[src/rtl/bin2bcd_if.sv]
// Handshake bundle between an operand producer/result consumer and bin2bcd_seq.
interface bin2bcd_if #(
    parameter int WIDTH  = 16,
    parameter int DIGITS = 5
);
    logic                  in_valid;
    logic                  in_ready;
    logic [WIDTH-1:0]      bin_in;
    logic                  out_valid;
    logic                  out_ready;
    logic [4*DIGITS-1:0]   bcd_out;
    logic [2:0]            ndigits;
    logic                  ovf;

    modport master (
        output in_valid, bin_in, out_ready,
        input  in_ready, out_valid, bcd_out, ndigits, ovf
    );

    modport slave (
        input  in_valid, bin_in, out_ready,
        output in_ready, out_valid, bcd_out, ndigits, ovf
    );
endinterface

[src/rtl/bin2bcd_seq.sv]
// Sequential double-dabble binary-to-BCD converter with valid/ready on both sides.
// One conversion in flight; DONE can accept the next operand on the consuming edge.
module bin2bcd_seq #(
    parameter int WIDTH  = 16,
    parameter int DIGITS = 5
) (
    input  logic       clk,
    input  logic       rst,
    bin2bcd_if.slave   bus
);
    localparam int CW = $clog2(WIDTH + 1);

    typedef enum logic [1:0] {IDLE, SHIFT, DONE} state_t;

    state_t              state_q, state_d;
    logic [CW-1:0]       cnt_q, cnt_d;
    logic [WIDTH-1:0]    bin_q, bin_d;
    logic [4*DIGITS-1:0] bcd_q, bcd_d, bcd_adj;
    logic                ovf_q, ovf_d;
    logic                capture;
    logic [2:0]          nd;

    always_comb begin
        bcd_adj = bcd_q;
        for (int i = 0; i < DIGITS; i++) begin
            if (bcd_q[4*i +: 4] >= 4'd5) begin
                bcd_adj[4*i +: 4] = bcd_q[4*i +: 4] + 4'd3;
            end
        end
    end

    always_comb begin
        state_d       = state_q;
        cnt_d         = cnt_q;
        bin_d         = bin_q;
        bcd_d         = bcd_q;
        ovf_d         = ovf_q;
        capture       = 1'b0;
        bus.in_ready  = 1'b0;
        bus.out_valid = 1'b0;
        case (state_q)
            IDLE: begin
                bus.in_ready = 1'b1;
                capture      = bus.in_valid;
            end
            SHIFT: begin
                {bcd_d, bin_d} = {bcd_adj, bin_q} << 1;
                // A set MSB in the adjusted top digit would be shifted out of range.
                ovf_d = ovf_q | bcd_adj[4*DIGITS-1];
                cnt_d = cnt_q - CW'(1);
                if (cnt_q == CW'(1)) begin
                    state_d = DONE;
                end
            end
            DONE: begin
                bus.out_valid = 1'b1;
                bus.in_ready  = bus.out_ready;
                if (bus.out_ready) begin
                    capture = bus.in_valid;
                    state_d = IDLE;
                end
            end
            default: state_d = IDLE;
        endcase
        if (capture) begin
            bin_d   = bus.bin_in;
            bcd_d   = '0;
            ovf_d   = 1'b0;
            cnt_d   = CW'(WIDTH);
            state_d = SHIFT;
        end
    end

    always_comb begin
        nd = 3'd1;
        for (int i = 1; i < DIGITS; i++) begin
            if (bcd_q[4*i +: 4] != 4'd0) begin
                nd = 3'(i + 1);
            end
        end
    end

    assign bus.bcd_out = bcd_q;
    assign bus.ndigits = nd;
    assign bus.ovf     = ovf_q;

    always_ff @(posedge clk) begin
        if (rst) begin
            state_q <= IDLE;
            cnt_q   <= '0;
            bin_q   <= '0;
            bcd_q   <= '0;
            ovf_q   <= 1'b0;
        end else begin
            state_q <= state_d;
            cnt_q   <= cnt_d;
            bin_q   <= bin_d;
            bcd_q   <= bcd_d;
            ovf_q   <= ovf_d;
        end
    end
endmodule

[src/flat_wrapper.sv]
// flat-port wrapper written by rule: the top's interface ports become plain ports
module bin2bcd_seq_flat 
#(
    parameter int WIDTH  = 16,
    parameter int DIGITS = 5
)
  (clk, rst, bus_in_valid, bus_bin_in, bus_out_ready, bus_in_ready, bus_out_valid, bus_bcd_out, bus_ndigits, bus_ovf);
  bin2bcd_if #(.WIDTH(WIDTH), .DIGITS(DIGITS)) bus_i ();
  input  logic clk;
  input  logic rst;
  input wire logic [$bits(bus_i.in_valid)-1:0] bus_in_valid;
  input wire logic [$bits(bus_i.bin_in)-1:0] bus_bin_in;
  input wire logic [$bits(bus_i.out_ready)-1:0] bus_out_ready;
  output wire logic [$bits(bus_i.in_ready)-1:0] bus_in_ready;
  output wire logic [$bits(bus_i.out_valid)-1:0] bus_out_valid;
  output wire logic [$bits(bus_i.bcd_out)-1:0] bus_bcd_out;
  output wire logic [$bits(bus_i.ndigits)-1:0] bus_ndigits;
  output wire logic [$bits(bus_i.ovf)-1:0] bus_ovf;
  assign bus_i.in_valid = bus_in_valid;
  assign bus_i.bin_in = bus_bin_in;
  assign bus_i.out_ready = bus_out_ready;
  assign bus_in_ready = bus_i.in_ready;
  assign bus_out_valid = bus_i.out_valid;
  assign bus_bcd_out = bus_i.bcd_out;
  assign bus_ndigits = bus_i.ndigits;
  assign bus_ovf = bus_i.ovf;
  bin2bcd_seq #(.WIDTH(WIDTH), .DIGITS(DIGITS)) u_core (.clk(clk), .rst(rst), .bus(bus_i));
endmodule
[config.mk]
export PLATFORM = sky130hd
export DESIGN_NAME = bin2bcd_seq_flat
export DESIGN_NICKNAME = d
export VERILOG_FILES = /design/src/rtl/bin2bcd_if.sv /design/src/rtl/bin2bcd_seq.sv /design/src/flat_wrapper.sv
export SDC_FILE = /design/constraint.sdc
export NUM_CORES = 1
export LEC_CHECK = 0
export ABC_AREA = 1
export CAP_MARGIN = 15
export CORE_ASPECT_RATIO = 1.75
export CORE_UTILIZATION = 35
export CTS_CLUSTER_SIZE = 10
export DETAILED_ROUTE_END_ITERATION = 8
export PLACE_DENSITY_LB_ADDON = 0.08
export RECOVER_POWER = 100
export SYNTH_ARGS = -nofsm -noshare
export SYNTH_HDL_FRONTEND = slang
export SYNTH_SLANG_ARGS = --single-unit
export TNS_END_PERCENT = 10
[constraint.sdc]
create_clock -name clk -period 2.1 [get_ports clk]
set_clock_uncertainty 0.15 [all_clocks]
set_input_delay 0.42 -clock clk [delete_from_list [all_inputs] [get_ports clk]]
set_output_delay 0.42 -clock clk [all_outputs]
set_load 0.005 [all_outputs]
==> summary.txt <==
status -> completed
path depth of the worst reg2reg path -> 5
post-route total power -> 0.00219 W
via count -> 2511
Max rail drop VDD -> 0.483 mV
post-route DRC violation count -> 0
Root Driver -> clkbuf_16
fraction of met3 tracks used by global routing -> 2.82%
routed wirelength normalized by instance count -> 10.8 µm
count of state elements after synthesis -> 44
Setup CP Type -> reg2out
core region area -> 6860 µm²
cell type of the slowest stage on the worst timing path -> dfxtp_4
Setup Buffers After CTS -> 0
maximum achievable frequency -> 0.502 GHz
number of buffers created by CTS -> 5
Worst path max stage delay -> 0.35 ns
wire length of the first global-routing pass -> 9.80 mm
number of top-level design ports -> 46
cells traversed along the worst timing path -> inv_2, ha_1, nand2_1, nor2_1, o21ai_1, nand2_1, dlygate4sd2_1
Tcrit/Tclk final -> 94.9%
Hold Worst Slack -> 0.297 ns
RSZ-0062 raised after global routing -> false
nets -> 475
worst flop-to-flop path endpoint -> u_core.cnt_q[2]
number of rows created at floorplan -> 40
Post-DP HPWL -> 4.05 mm
post-synthesis sequential area ratio -> 35.7%
DRC marker count from the first detailed-route iteration -> 73
number of antenna diodes -> 0
Final Setup Violations -> 0
path category of the worst min-delay check -> reg2reg
vias in the first global route -> 2366
met1 layer usage reported by global route -> 17.3%
count of pins over their slew limit -> 0
R2R Setup Slk -> 0.57 ns
library cells used by synthesis -> 22
Levels on crit path -> 7
area overhead of the layout relative to synthesis -> 31.1%
most common cell after layout, fill and taps aside -> nand2_1
number of warnings issued by yosys -> 0
buffers and inverters on the worst path -> 2
Critical Path Source -> u_core.bus.bcd_out[12]
Final Non-Filler Cells -> 526
initial cell density of the core -> 36.0%
cell family contributing the most delay on the critical path -> flip-flops
most used cell along the critical path -> nand2_1
largest net degree at the start of global routing -> 39
residual overflow from global routing -> 0
number of buffer cells added on primary ports -> 45
CP endpoint kind -> output pin
chip width -> 65.5 µm
clock transition at the registers of the reported paths -> 0.06 ns
Synthesized Nets -> 415
Slew HR -> 68.5%
data arrival time of the worst path -> 1.42 ns
DP Cell Count -> 519
maximum fanout encountered on the critical timing path -> 4
number of vias per cell -> 4.77
Leakage Power -> 1.54 nW
buffer depth of the longest clock path -> 2
fraction of layout instances using a drive strength above 1 -> 8.60%
clock sinks -> 44
Worst Max-Slew Pin Slew -> 0.471 ns
grt peak-use layer -> met2
PwrDens -> 677 nW/µm²
overall die area -> 7410 µm²
post-detailed-routing wire length -> 5.69 mm
kind of start point of the critical path -> flip-flop
worst r2r src -> u_core.state_q[0]
gp weighted congestion -> 0.811
global-route usage over all layers -> 16.7%
Syn Std Cell Area -> 2470 µm²
endpoints failing hold -> 0
met2 global-route usage -> 31.6%
Avg Synthesized Cell Area -> 6.46 µm²
minimum clock period after layout -> 1.99 ns
number of hold-repair buffers added at the cts stage -> 0
clock tree from TritonCTS -> built
detailed-routing iteration count for the pre-antenna-repair pass -> 4
critical path data required time -> 1.53 ns
height of the die -> 113 µm
Max Cap Violations -> 0
level count of the clock H-tree -> 2
Finished Core Util -> 47.2%
Worst Setup EP -> bus_ndigits[0]
number of nets with antenna violations after detailed routing -> 0
clock network latency to the later pin of the worst-skew pair -> 0.28 ns
number of antenna violations at the first check in global routing -> 0
Syn Inst Count -> 382
commonest cells after routing, fill and taps aside -> 116 x nand2_1, 53 x nor2_1, 48 x nand3_1, 43 x dfxtp_1, 38 x inv_1
layout make-up:
class	count	area, µm²
clock buffers	7	153
fillers	751	3620
inverters	42	158
multi-input cells	282	1340
flip-flops and latches	44	885
well taps	84	105
repair buffers	67	599
worst register-to-register path: cells and delay by family (launching register included):
kind | cells | cell delay (ns)
AO/OA/AOI/OAI | 1 | 0.13
buffers and inverters | 1 | 0.36
flip-flops | 1 | 0.39
AND/OR/NAND/NOR | 3 | 0.43
logic make-up (layout without fill, tap and decap cells):
family          Yosys count  after routing  share of synthesized area (%)
compound gates           44             44                           9.27
xor+xnor                  1              1                          0.355
fa+ha+maj                13             13                           6.59
buf+inv                  56            116                           10.7
flops                    44             44                           35.7
simple gates            224            224                           37.4
per-layer routing:
metal,up-vias,wire length [µm]
met1,1141,2370
met4,0,112
li1,1322,-
met5,-,0
met3,8,146
met2,40,3060
synthesized netlist by cell type:
library cell	number	share of area [%]
a21oi_1	28	5.7
buf_2	5	1.0
inv_1	39	5.9
o21ai_0	13	2.6
nor2_1	54	8.2
nand2_1	115	17
buf_4	3	0.91
nand3_2	1	0.41
nand3_1	48	9.7
clkinv_1	1	0.15
nand4_1	1	0.25
or2_2	2	0.51
buf_6	5	2.3
clkbuf_1	1	0.15
o211ai_1	2	0.61
ha_1	13	6.6
a21oi_2	1	0.35
dfxtp_1	44	36
inv_2	2	0.30
or2_0	1	0.25
xor2_1	1	0.35
nand2_2	2	0.51
registers in the layout, summed over array words and instances (netlist names):
name                cells
u_core.state_q          2
u_core.bin_q           16
u_core.cnt_q            5
u_core.bus.bcd_out     20
u_core.bus.ovf          1
repair_timing:
action                     4_1_cts  5_1_grt
resized for setup               12        6
cloned                           0        0
pin swaps                        2        0
setup endpoints to repair        4        2
per-stage QoR:
| stage | setup slack, ns | TNS (ns) | instance area, µm² |
|---|---|---|---|
| 3_3_place_gp | -0.00709 | -0.00709 | 3090 |
| 6_report | 0.108 | 0 | 3240 |
| 4_1_cts | 0.0430 | 0 | 3270 |
| 5_1_grt | 0.0260 | 0 | 3240 |
| 3_5_place_dp | -0.0154 | -0.0154 | 3090 |
| 2_1_floorplan | 0.512 | 0 | 2470 |
power by group:
part / switching [W] / internal, W
Clock: 0.000307 / 0.000499
Combinational: 0.000255 / 0.000204
Sequential: 0.0000349 / 0.000891
Total: 0.000597 / 0.00159
how the worst min path moves through the flow:
stage | start | to | slack, ns | depth (start not counted)
after floorplan | u_core.bin_q[0] | u_core.bin_q[0] | 0.29 | 2
after global placement | u_core.bus.ovf | u_core.bus.ovf | 0.29 | 2
after detailed placement | u_core.bus.ovf | u_core.bus.ovf | 0.29 | 2
after CTS | u_core.bus.ovf | u_core.bus.ovf | 0.30 | 2
after global routing | u_core.bus.ovf | u_core.bus.ovf | 0.32 | 2
final | u_core.bus.ovf | u_core.bus.ovf | 0.30 | 2
(Power assumes the default switching activity.)
